### config.mk
export PLATFORM = sky130hd
export DESIGN_NAME = symbol_timing_nco_flat
export DESIGN_NICKNAME = d
export VERILOG_FILES = /design/src/rtl/symbol_timing_nco_pkg.sv /design/src/rtl/symbol_timing_nco_if.sv /design/src/rtl/timing_lock_detector.sv /design/src/rtl/symbol_timing_nco.sv /design/src/flat_wrapper.sv
export SDC_FILE = /design/constraint.sdc
export NUM_CORES = 1
export LEC_CHECK = 0
export ABC_AREA = 1
export CAP_MARGIN = 40
export CELL_PAD_IN_SITES_DETAIL_PLACEMENT = 1
export CELL_PAD_IN_SITES_GLOBAL_PLACEMENT = 1
export CORE_UTILIZATION = 42
export CTS_CLUSTER_DIAMETER = 80
export DETAILED_ROUTE_END_ITERATION = 8
export PLACE_DENSITY_LB_ADDON = 0.08
export SETUP_SLACK_MARGIN = 0.5
export SYNTH_ARGS = -nofsm -noshare
export SYNTH_HDL_FRONTEND = slang
export SYNTH_SLANG_ARGS = --single-unit
### constraint.sdc
create_clock -name clk -period 4.8 [get_ports clk]
set_input_delay 0.96 -clock clk [delete_from_list [all_inputs] [get_ports clk]]
set_output_delay 0.96 -clock clk [all_outputs]
set_load 0.02 [all_outputs]
### src/rtl/symbol_timing_nco_pkg.sv
// Shared types and constants for the symbol-timing NCO and its lock detector.
// Latency: n/a (types, constants and elaboration-time helpers only).
// Backpressure: n/a.
package symbol_timing_nco_pkg;

    // Lock detector states; HOLD parks the loop while freeze is asserted.
    typedef enum logic [1:0] {
        LOCK_ACQUIRE = 2'd0,
        LOCK_TRACK   = 2'd1,
        LOCK_HOLD    = 2'd2
    } lock_state_t;

    // Nominal per-sample phase step: one full NCO turn spread over SPS samples.
    function automatic longint unsigned w_nom_calc(input int acc_width, input int sps);
        longint unsigned full_turn;
        full_turn = 64'd1 << acc_width;
        return full_turn / longint'(sps);
    endfunction

    // Lower clamp: the step may shrink to half of nominal.
    function automatic longint unsigned w_min_calc(input int acc_width, input int sps);
        return w_nom_calc(acc_width, sps) / 64'd2;
    endfunction

    // Upper clamp: the step may grow to one and a half times nominal.
    function automatic longint unsigned w_max_calc(input int acc_width, input int sps);
        return w_nom_calc(acc_width, sps) + (w_nom_calc(acc_width, sps) / 64'd2);
    endfunction

    // Only power-of-two oversampling ratios from 2 to 8 are supported.
    function automatic bit sps_legal(input int sps);
        return (sps == 2) || (sps == 4) || (sps == 8);
    endfunction

endpackage

### src/rtl/symbol_timing_nco_if.sv
// Sample-side bus of the symbol-timing NCO: sample/loop-filter inputs and timing outputs.
// Latency: n/a (wiring only).
// Backpressure: none; sample_valid and v_valid are plain qualifiers with no ready.
interface symbol_timing_nco_if #(
    parameter int V_WIDTH   = 16,
    parameter int ACC_WIDTH = 16,
    parameter int MU_WIDTH  = 10
) ();
    logic                        sample_valid;
    logic signed [V_WIDTH-1:0]   v_k;
    logic                        v_valid;
    logic                        freeze;
    logic                        strobe;
    logic        [MU_WIDTH-1:0]  mu;
    logic        [ACC_WIDTH-1:0] eta;
    logic                        locked;
    logic        [15:0]          sym_count;

    modport master (
        output sample_valid, v_k, v_valid, freeze,
        input  strobe, mu, eta, locked, sym_count
    );

    modport slave (
        input  sample_valid, v_k, v_valid, freeze,
        output strobe, mu, eta, locked, sym_count
    );
endinterface

### src/rtl/timing_lock_detector.sv
// Declares timing lock after LOCK_COUNT consecutive quiet symbols; drops it on one loud symbol.
// Latency: locked changes one cycle after the strobe that decides it.
// Backpressure: none; evaluated only on strobe cycles, frozen while freeze is high.
module timing_lock_detector
    import symbol_timing_nco_pkg::*;
#(
    parameter int V_WIDTH     = 16,
    parameter int LOCK_THRESH = 512,
    parameter int LOCK_COUNT  = 16
) (
    input  logic                      clk,
    input  logic                      rst,
    input  logic                      strobe,
    input  logic signed [V_WIDTH-1:0] v_reg,
    input  logic                      freeze,
    output logic                      locked
);
    localparam int CW = $clog2(LOCK_COUNT + 1);
    localparam logic [CW-1:0]             CNT_TGT = CW'(LOCK_COUNT);
    localparam logic [V_WIDTH-1:0]        THRESH  = V_WIDTH'(LOCK_THRESH);
    localparam logic signed [V_WIDTH-1:0] V_MOST_NEG = {1'b1, {(V_WIDTH-1){1'b0}}};
    localparam logic [V_WIDTH-1:0]        V_MAX_MAG  = {1'b0, {(V_WIDTH-1){1'b1}}};

    lock_state_t   state, state_nxt;
    lock_state_t   prev, prev_nxt;
    logic [CW-1:0] quiet, quiet_nxt;
    logic          locked_nxt;
    logic [V_WIDTH-1:0] mag;
    logic          is_quiet;

    // |v_reg| with the most negative code saturated so it cannot wrap to itself.
    always_comb begin
        mag = v_reg;
        if (v_reg == V_MOST_NEG) begin
            mag = V_MAX_MAG;
        end else if (v_reg[V_WIDTH-1]) begin
            mag = V_WIDTH'(-v_reg);
        end
        is_quiet = (mag < THRESH);
    end

    // Lock state, remembered pre-freeze state, quiet-symbol counter and lock flag.
    always_ff @(posedge clk or posedge rst) begin
        if (rst) begin
            state  <= LOCK_ACQUIRE;
            prev   <= LOCK_ACQUIRE;
            quiet  <= '0;
            locked <= 1'b0;
        end else begin
            state  <= state_nxt;
            prev   <= prev_nxt;
            quiet  <= quiet_nxt;
            locked <= locked_nxt;
        end
    end

    // Next-state logic; freeze takes priority over any strobe in the same cycle.
    always_comb begin
        state_nxt  = state;
        prev_nxt   = prev;
        quiet_nxt  = quiet;
        locked_nxt = locked;
        case (state)
            LOCK_ACQUIRE: begin
                if (freeze) begin
                    state_nxt = LOCK_HOLD;
                    prev_nxt  = LOCK_ACQUIRE;
                end else if (strobe) begin
                    if (!is_quiet) begin
                        quiet_nxt = '0;
                    end else if (quiet == CNT_TGT - CW'(1)) begin
                        quiet_nxt  = CNT_TGT;
                        state_nxt  = LOCK_TRACK;
                        locked_nxt = 1'b1;
                    end else begin
                        quiet_nxt = quiet + CW'(1);
                    end
                end
            end
            LOCK_TRACK: begin
                if (freeze) begin
                    state_nxt = LOCK_HOLD;
                    prev_nxt  = LOCK_TRACK;
                end else if (strobe && !is_quiet) begin
                    state_nxt  = LOCK_ACQUIRE;
                    quiet_nxt  = '0;
                    locked_nxt = 1'b0;
                end
            end
            LOCK_HOLD: begin
                if (!freeze) begin
                    state_nxt = prev;
                end
            end
            default: begin
                state_nxt = LOCK_ACQUIRE;
            end
        endcase
    end
endmodule

### src/rtl/symbol_timing_nco.sv
// Symbol-timing NCO: decrementing phase accumulator that strobes on underflow and reports mu.
// Latency: strobe/mu/eta reflect an accepted sample exactly one cycle later.
// Backpressure: none; the NCO advances only on sample_valid and holds otherwise.
module symbol_timing_nco
    import symbol_timing_nco_pkg::*;
#(
    parameter int ACC_WIDTH   = 16,
    parameter int V_WIDTH     = 16,
    parameter int V_SHIFT     = 4,
    parameter int MU_WIDTH    = 10,
    parameter int MU_FRAC     = 9,
    parameter int SPS         = 2,
    parameter int LOCK_THRESH = 512,
    parameter int LOCK_COUNT  = 16
) (
    input  logic               clk,
    input  logic               rst,
    symbol_timing_nco_if.slave bus
);
    if (!sps_legal(SPS)) begin : g_bad_sps
        $fatal(1, "symbol_timing_nco: SPS must be 2, 4 or 8");
    end

    localparam logic signed [ACC_WIDTH+1:0] W_NOM = (ACC_WIDTH+2)'(w_nom_calc(ACC_WIDTH, SPS));
    localparam logic signed [ACC_WIDTH+1:0] W_MIN = (ACC_WIDTH+2)'(w_min_calc(ACC_WIDTH, SPS));
    localparam logic signed [ACC_WIDTH+1:0] W_MAX = (ACC_WIDTH+2)'(w_max_calc(ACC_WIDTH, SPS));
    localparam logic [ACC_WIDTH+2:0]        MU_SAT   = (ACC_WIDTH+3)'((1 << MU_FRAC) - 1);
    localparam logic [MU_WIDTH-1:0]         MU_SAT_W = MU_WIDTH'((1 << MU_FRAC) - 1);

    logic signed [V_WIDTH-1:0]   v_reg;
    logic signed [ACC_WIDTH+1:0] v_adj, w_raw, w_sel;
    logic        [ACC_WIDTH-1:0] w_step;
    logic        [ACC_WIDTH-1:0] eta, eta_sub;
    logic                        underflow;
    logic        [ACC_WIDTH+2:0] mu_prod, mu_shift;
    logic        [MU_WIDTH-1:0]  mu, mu_next;
    logic                        strobe;
    logic        [15:0]          sym_count;
    logic                        locked;

    // Loop-filter capture; the NCO only sees this registered copy, never v_k directly.
    always_ff @(posedge clk or posedge rst) begin
        if (rst) begin
            v_reg <= '0;
        end else if (bus.v_valid) begin
            v_reg <= bus.v_k;
        end
    end

    // Phase step: nominal plus scaled loop correction, clamped; freeze forces nominal.
    always_comb begin
        v_adj = (ACC_WIDTH+2)'(v_reg >>> V_SHIFT);
        w_raw = W_NOM + v_adj;
        if (bus.freeze) begin
            w_sel = W_NOM;
        end else if (w_raw < W_MIN) begin
            w_sel = W_MIN;
        end else if (w_raw > W_MAX) begin
            w_sel = W_MAX;
        end else begin
            w_sel = w_raw;
        end
        w_step = ACC_WIDTH'(w_sel);
    end

    // Underflow detect, wrapped accumulator and saturated fractional interval from eta_pre.
    always_comb begin
        underflow = (eta < w_step);
        eta_sub   = eta - w_step;
        mu_prod   = (ACC_WIDTH+3)'(eta) * (ACC_WIDTH+3)'(SPS);
        mu_shift  = mu_prod >> (ACC_WIDTH - MU_FRAC);
        mu_next   = (mu_shift > MU_SAT) ? MU_SAT_W : MU_WIDTH'(mu_shift);
    end

    // NCO state: advance per accepted sample; strobe is a one-cycle pulse on underflow.
    always_ff @(posedge clk or posedge rst) begin
        if (rst) begin
            eta       <= '1;
            mu        <= '0;
            strobe    <= 1'b0;
            sym_count <= '0;
        end else begin
            strobe <= 1'b0;
            if (bus.sample_valid) begin
                eta <= eta_sub;
                if (underflow) begin
                    strobe    <= 1'b1;
                    mu        <= mu_next;
                    sym_count <= sym_count + 16'd1;
                end
            end
        end
    end

    timing_lock_detector #(
        .V_WIDTH     (V_WIDTH),
        .LOCK_THRESH (LOCK_THRESH),
        .LOCK_COUNT  (LOCK_COUNT)
    ) u_lock (
        .clk    (clk),
        .rst    (rst),
        .strobe (strobe),
        .v_reg  (v_reg),
        .freeze (bus.freeze),
        .locked (locked)
    );

    assign bus.strobe    = strobe;
    assign bus.mu        = mu;
    assign bus.eta       = eta;
    assign bus.locked    = locked;
    assign bus.sym_count = sym_count;
endmodule

### src/flat_wrapper.sv
// flat-port wrapper written by rule: the top's interface ports become plain ports
module symbol_timing_nco_flat import symbol_timing_nco_pkg::*;
#(
    parameter int ACC_WIDTH   = 16,
    parameter int V_WIDTH     = 16,
    parameter int V_SHIFT     = 4,
    parameter int MU_WIDTH    = 10,
    parameter int MU_FRAC     = 9,
    parameter int SPS         = 2,
    parameter int LOCK_THRESH = 512,
    parameter int LOCK_COUNT  = 16
)
  (clk, rst, bus_sample_valid, bus_v_k, bus_v_valid, bus_freeze, bus_strobe, bus_mu, bus_eta, bus_locked, bus_sym_count);
  symbol_timing_nco_if #(.V_WIDTH(V_WIDTH), .ACC_WIDTH(ACC_WIDTH), .MU_WIDTH(MU_WIDTH)) bus_i ();
  input  logic clk;
  input  logic rst;
  input wire logic [$bits(bus_i.sample_valid)-1:0] bus_sample_valid;
  input wire logic [$bits(bus_i.v_k)-1:0] bus_v_k;
  input wire logic [$bits(bus_i.v_valid)-1:0] bus_v_valid;
  input wire logic [$bits(bus_i.freeze)-1:0] bus_freeze;
  output wire logic [$bits(bus_i.strobe)-1:0] bus_strobe;
  output wire logic [$bits(bus_i.mu)-1:0] bus_mu;
  output wire logic [$bits(bus_i.eta)-1:0] bus_eta;
  output wire logic [$bits(bus_i.locked)-1:0] bus_locked;
  output wire logic [$bits(bus_i.sym_count)-1:0] bus_sym_count;
  assign bus_i.sample_valid = bus_sample_valid;
  assign bus_i.v_k = bus_v_k;
  assign bus_i.v_valid = bus_v_valid;
  assign bus_i.freeze = bus_freeze;
  assign bus_strobe = bus_i.strobe;
  assign bus_mu = bus_i.mu;
  assign bus_eta = bus_i.eta;
  assign bus_locked = bus_i.locked;
  assign bus_sym_count = bus_i.sym_count;
  symbol_timing_nco #(.ACC_WIDTH(ACC_WIDTH), .V_WIDTH(V_WIDTH), .V_SHIFT(V_SHIFT), .MU_WIDTH(MU_WIDTH), .MU_FRAC(MU_FRAC), .SPS(SPS), .LOCK_THRESH(LOCK_THRESH), .LOCK_COUNT(LOCK_COUNT)) u_core (.clk(clk), .rst(rst), .bus(bus_i));
endmodule
==> impl_metrics.py <==
metrics = {
    "status": {
        "status": "finished, final reports clean",
    },
    "timing": {
        "rsz0062_at_grt": "false",
        "setup_tns_ns": 0,
        "tightest_slew_ns": 0.836,
        "finalClockSkew_ns": 0.0150,
        "max_freq_ghz": 0.274,
        "setup_viol": 0,
        "period_share_pct": 76.0,
        "final.min_clock_period_ns": 3.65,
        "max_slew_margin_pct": 44.1,
        "hold_viol": 0,
        "maxSlewViolCount": 0,
        "holdWs_ns": 0.488,
    },
    "final_layout": {
        "fin_nets": 620,
        "area_growth_pct": 23.8,
        "drive_gt1_share_pct": 10.3,
        "diodes": 0,
        "fillers": 1114,
        "stdcell_area_um2": 4930,
    },
    "global_route": {
        "grt_start_max_net_pins": 39,
        "antenna_found_initial": 0,
        "grt_usage_pct": 24.1,
        "grt_pass1_wl_um": 18700,
        "grt_pass1_vias": 3891,
        "grt_overflow_total": 0,
    },
    "synthesis": {
        "synthAdderAreaFrac_pct": 6.47,
        "syn_inst": 514,
        "synth-warning-count": 0,
        "muxShareOfSynthArea_pct": 1.98,
        "syn-cell-area_um2": 3990,
        "ys_seq_area_share_pct": 43.2,
        "synth_top_family_by_area": "simple AND/OR/NAND/NOR gates",
        "yosys_register_bits": 68,
        "syn-num-nets": 555,
        "synth-compound-area-share_pct": 10.0,
        "synth-simple-area-share_pct": 28.3,
        "synthXorXnorAreaFrac_pct": 3.96,
        "synth.distinct_cells": 34,
        "avgSynthCellArea_um2": 7.75,
    },
    "floorplan": {
        "ioPinCount": 65,
        "dieArea_um2": 9880,
        "core_area_um2": 9200,
        "die_w_um": 99.4,
        "rows": 35,
        "initial_core_util_pct": 43.3,
        "fp.dieH_um": 99.4,
    },
    "cts": {
        "cts-root-buf": "clkbuf_8",
        "clock_path_buffers": 2,
        "cts_tree": "built",
        "h-tree-depth": 3,
        "cts_resized": 0,
        "cts_buffers": 9,
        "worstSkewPairLatency_ns": 0.35,
        "clk_pin_slew_ns": 0.08,
        "clkSinkCount": 68,
        "hold_buffers": 0,
        "postCtsSetupRepairBufs": 0,
    },
    "min_path": {
        "hp-class": "reg -> reg",
        "hold_start": "u_core.bus.eta[2]",
    },
    "place": {
        "gp_congestion": 0.869,
        "dpl_cell_area_um2": 4730,
        "dp_hpwl_um": 8030,
        "portBuffers": 64,
    },
    "critical_path": {
        "cp_data_arrival_time_ns": 3.86,
        "crit_path_start_kind": "input pin",
        "r2r_slack_ns": 2.10,
        "end_kind": "flip-flop",
        "cp.required_ns": 5.01,
        "startpoint": "bus_freeze",
        "worst-setup-path-type": "in -> reg",
        "regToRegStartpoint": "u_core.bus.eta[0]",
        "cp_max_fo": 25,
    },
    "power_and_ir_drop": {
        "vdd_ir_drop_max_mv": 0.354,
        "power.density_nw_per_um2": 607,
        "p_leak_nw": 2.27,
    },
    "route": {
        "drtPass1Iterations": 4,
        "viasPerCell": 5.29,
        "routed_wl_um": 10700,
        "route.detailed.wl_per_inst_um": 15.4,
        "drc_errors": 0,
        "vias": 3675,
        "drt_iter0_markers": 105,
        "antenna_left": 0,
    },
    "job": {
        "cap_violations": 0,
    },
}
where the power goes:
group / leakage, nW / switching (W) / internal [W]
Sequential: 0.829 / 0.000195 / 0.000788
Combinational: 1.35 / 0.000893 / 0.000632
Clock: 0.0983 / 0.000232 / 0.000253
worst max-delay path, cell delays in order:
cell and delay, ns:
clkdlybuf4s50_1 0.57, inv_1 0.42, nand2_1 0.14, ha_1 0.39, a21oi_2 0.23, o21ai_2 0.08
a21o_1 0.20, nand3_2 0.08, nand3_2 0.28, buf_4 0.33, nand2_1 0.09, o21ai_0 0.09
per-layer routing:
metal / routed length, um / GRT usage (%) / vias to the layer above
met5: 0 / 0 / -
met4: 94 / 5.43 / 0
met3: 261 / 4.64 / 9
met2: 5430 / 41.0 / 51
met1: 4940 / 31.8 / 1817
li1: - / - / 1798
cells in the mapped netlist (all sizes together):
library cell  instances  area (um^2)
nor3b                 1         7.51
inv                  45          169
o21ai                47          239
ha                   19          238
o22ai                 1         6.26
clkbuf                6         22.5
xnor2                 9         78.8
or2                   7         43.8
dfstp                16          420
nand3                35          185
mux2                  7         78.8
a21o                  2         15.0
xor2                  9         78.8
fa                    1         20.0
dfrtp                52         1300
nand2               160          606
o21bai                1         7.51
nand4                 8         50.1
a31oi                 1         6.26
o31ai                 1         7.51
nor2                 49          186
nor3                  2         10.0
a21oi                22          118
nand3b                5         37.5
buf                   8         52.6
per-stage QoR:
stage	power [W]	setup slack, ns	std cells	utilization, %
global placement	0.00245	0.882	678	51.2
global route	0.00323	0.860	695	53.6
detailed placement	0.00251	0.827	679	51.5
CTS	0.00302	1.16	695	53.6
finish	0.00299	1.15	695	53.6
floorplan	0.00194	1.95	514	-
cell usage in the layout, fill, tap and decap left out, types with 9 or more instances in the layout:
master and n:
clkdlybuf4s50_1 64, dfrtp_1 52, a21oi_1 20, xor2_1 9, o21ai_0 46, clkbuf_8 10, inv_1 43, nand2_1 158
xnor2_1 9, nor2_1 48, ha_1 19, dfstp_2 16, nand3_1 33
worst paths after layout:
path | endpoint | cells after the start
setup / recovery | u_core.bus.sym_count[15] | 12
hold / removal | u_core.bus.eta[2] | 2
setup reg to reg | u_core.bus.sym_count[15] | 12
hold reg to reg | u_core.bus.eta[2] | 2
max in group asynchronous | u_core.bus.eta[5] | 3
min in group asynchronous | u_core.u_lock.quiet[4] | 2
kinds of logic (layout without fill, tap and decap cells):
family          after synthesis  after routing
xor+xnor                     18             18
mux                           7              7
flops                        68             68
simple gates                267            267
fa+ha+maj                    20             20
buf+inv                      59            129
compound gates               75             75
final cells by class:
type                       instances  area [um^2]  area share (%)
clock buffer                      10          138            2.79
tap                              111          139            2.82
sequential                        68         1720            34.9
clock inverter                     6         63.8            1.29
inverter                          45          169            3.42
multi-input combinational        387         2020            40.9
timing repair buffer              68          683            13.8
(Power assumes the default switching activity.)
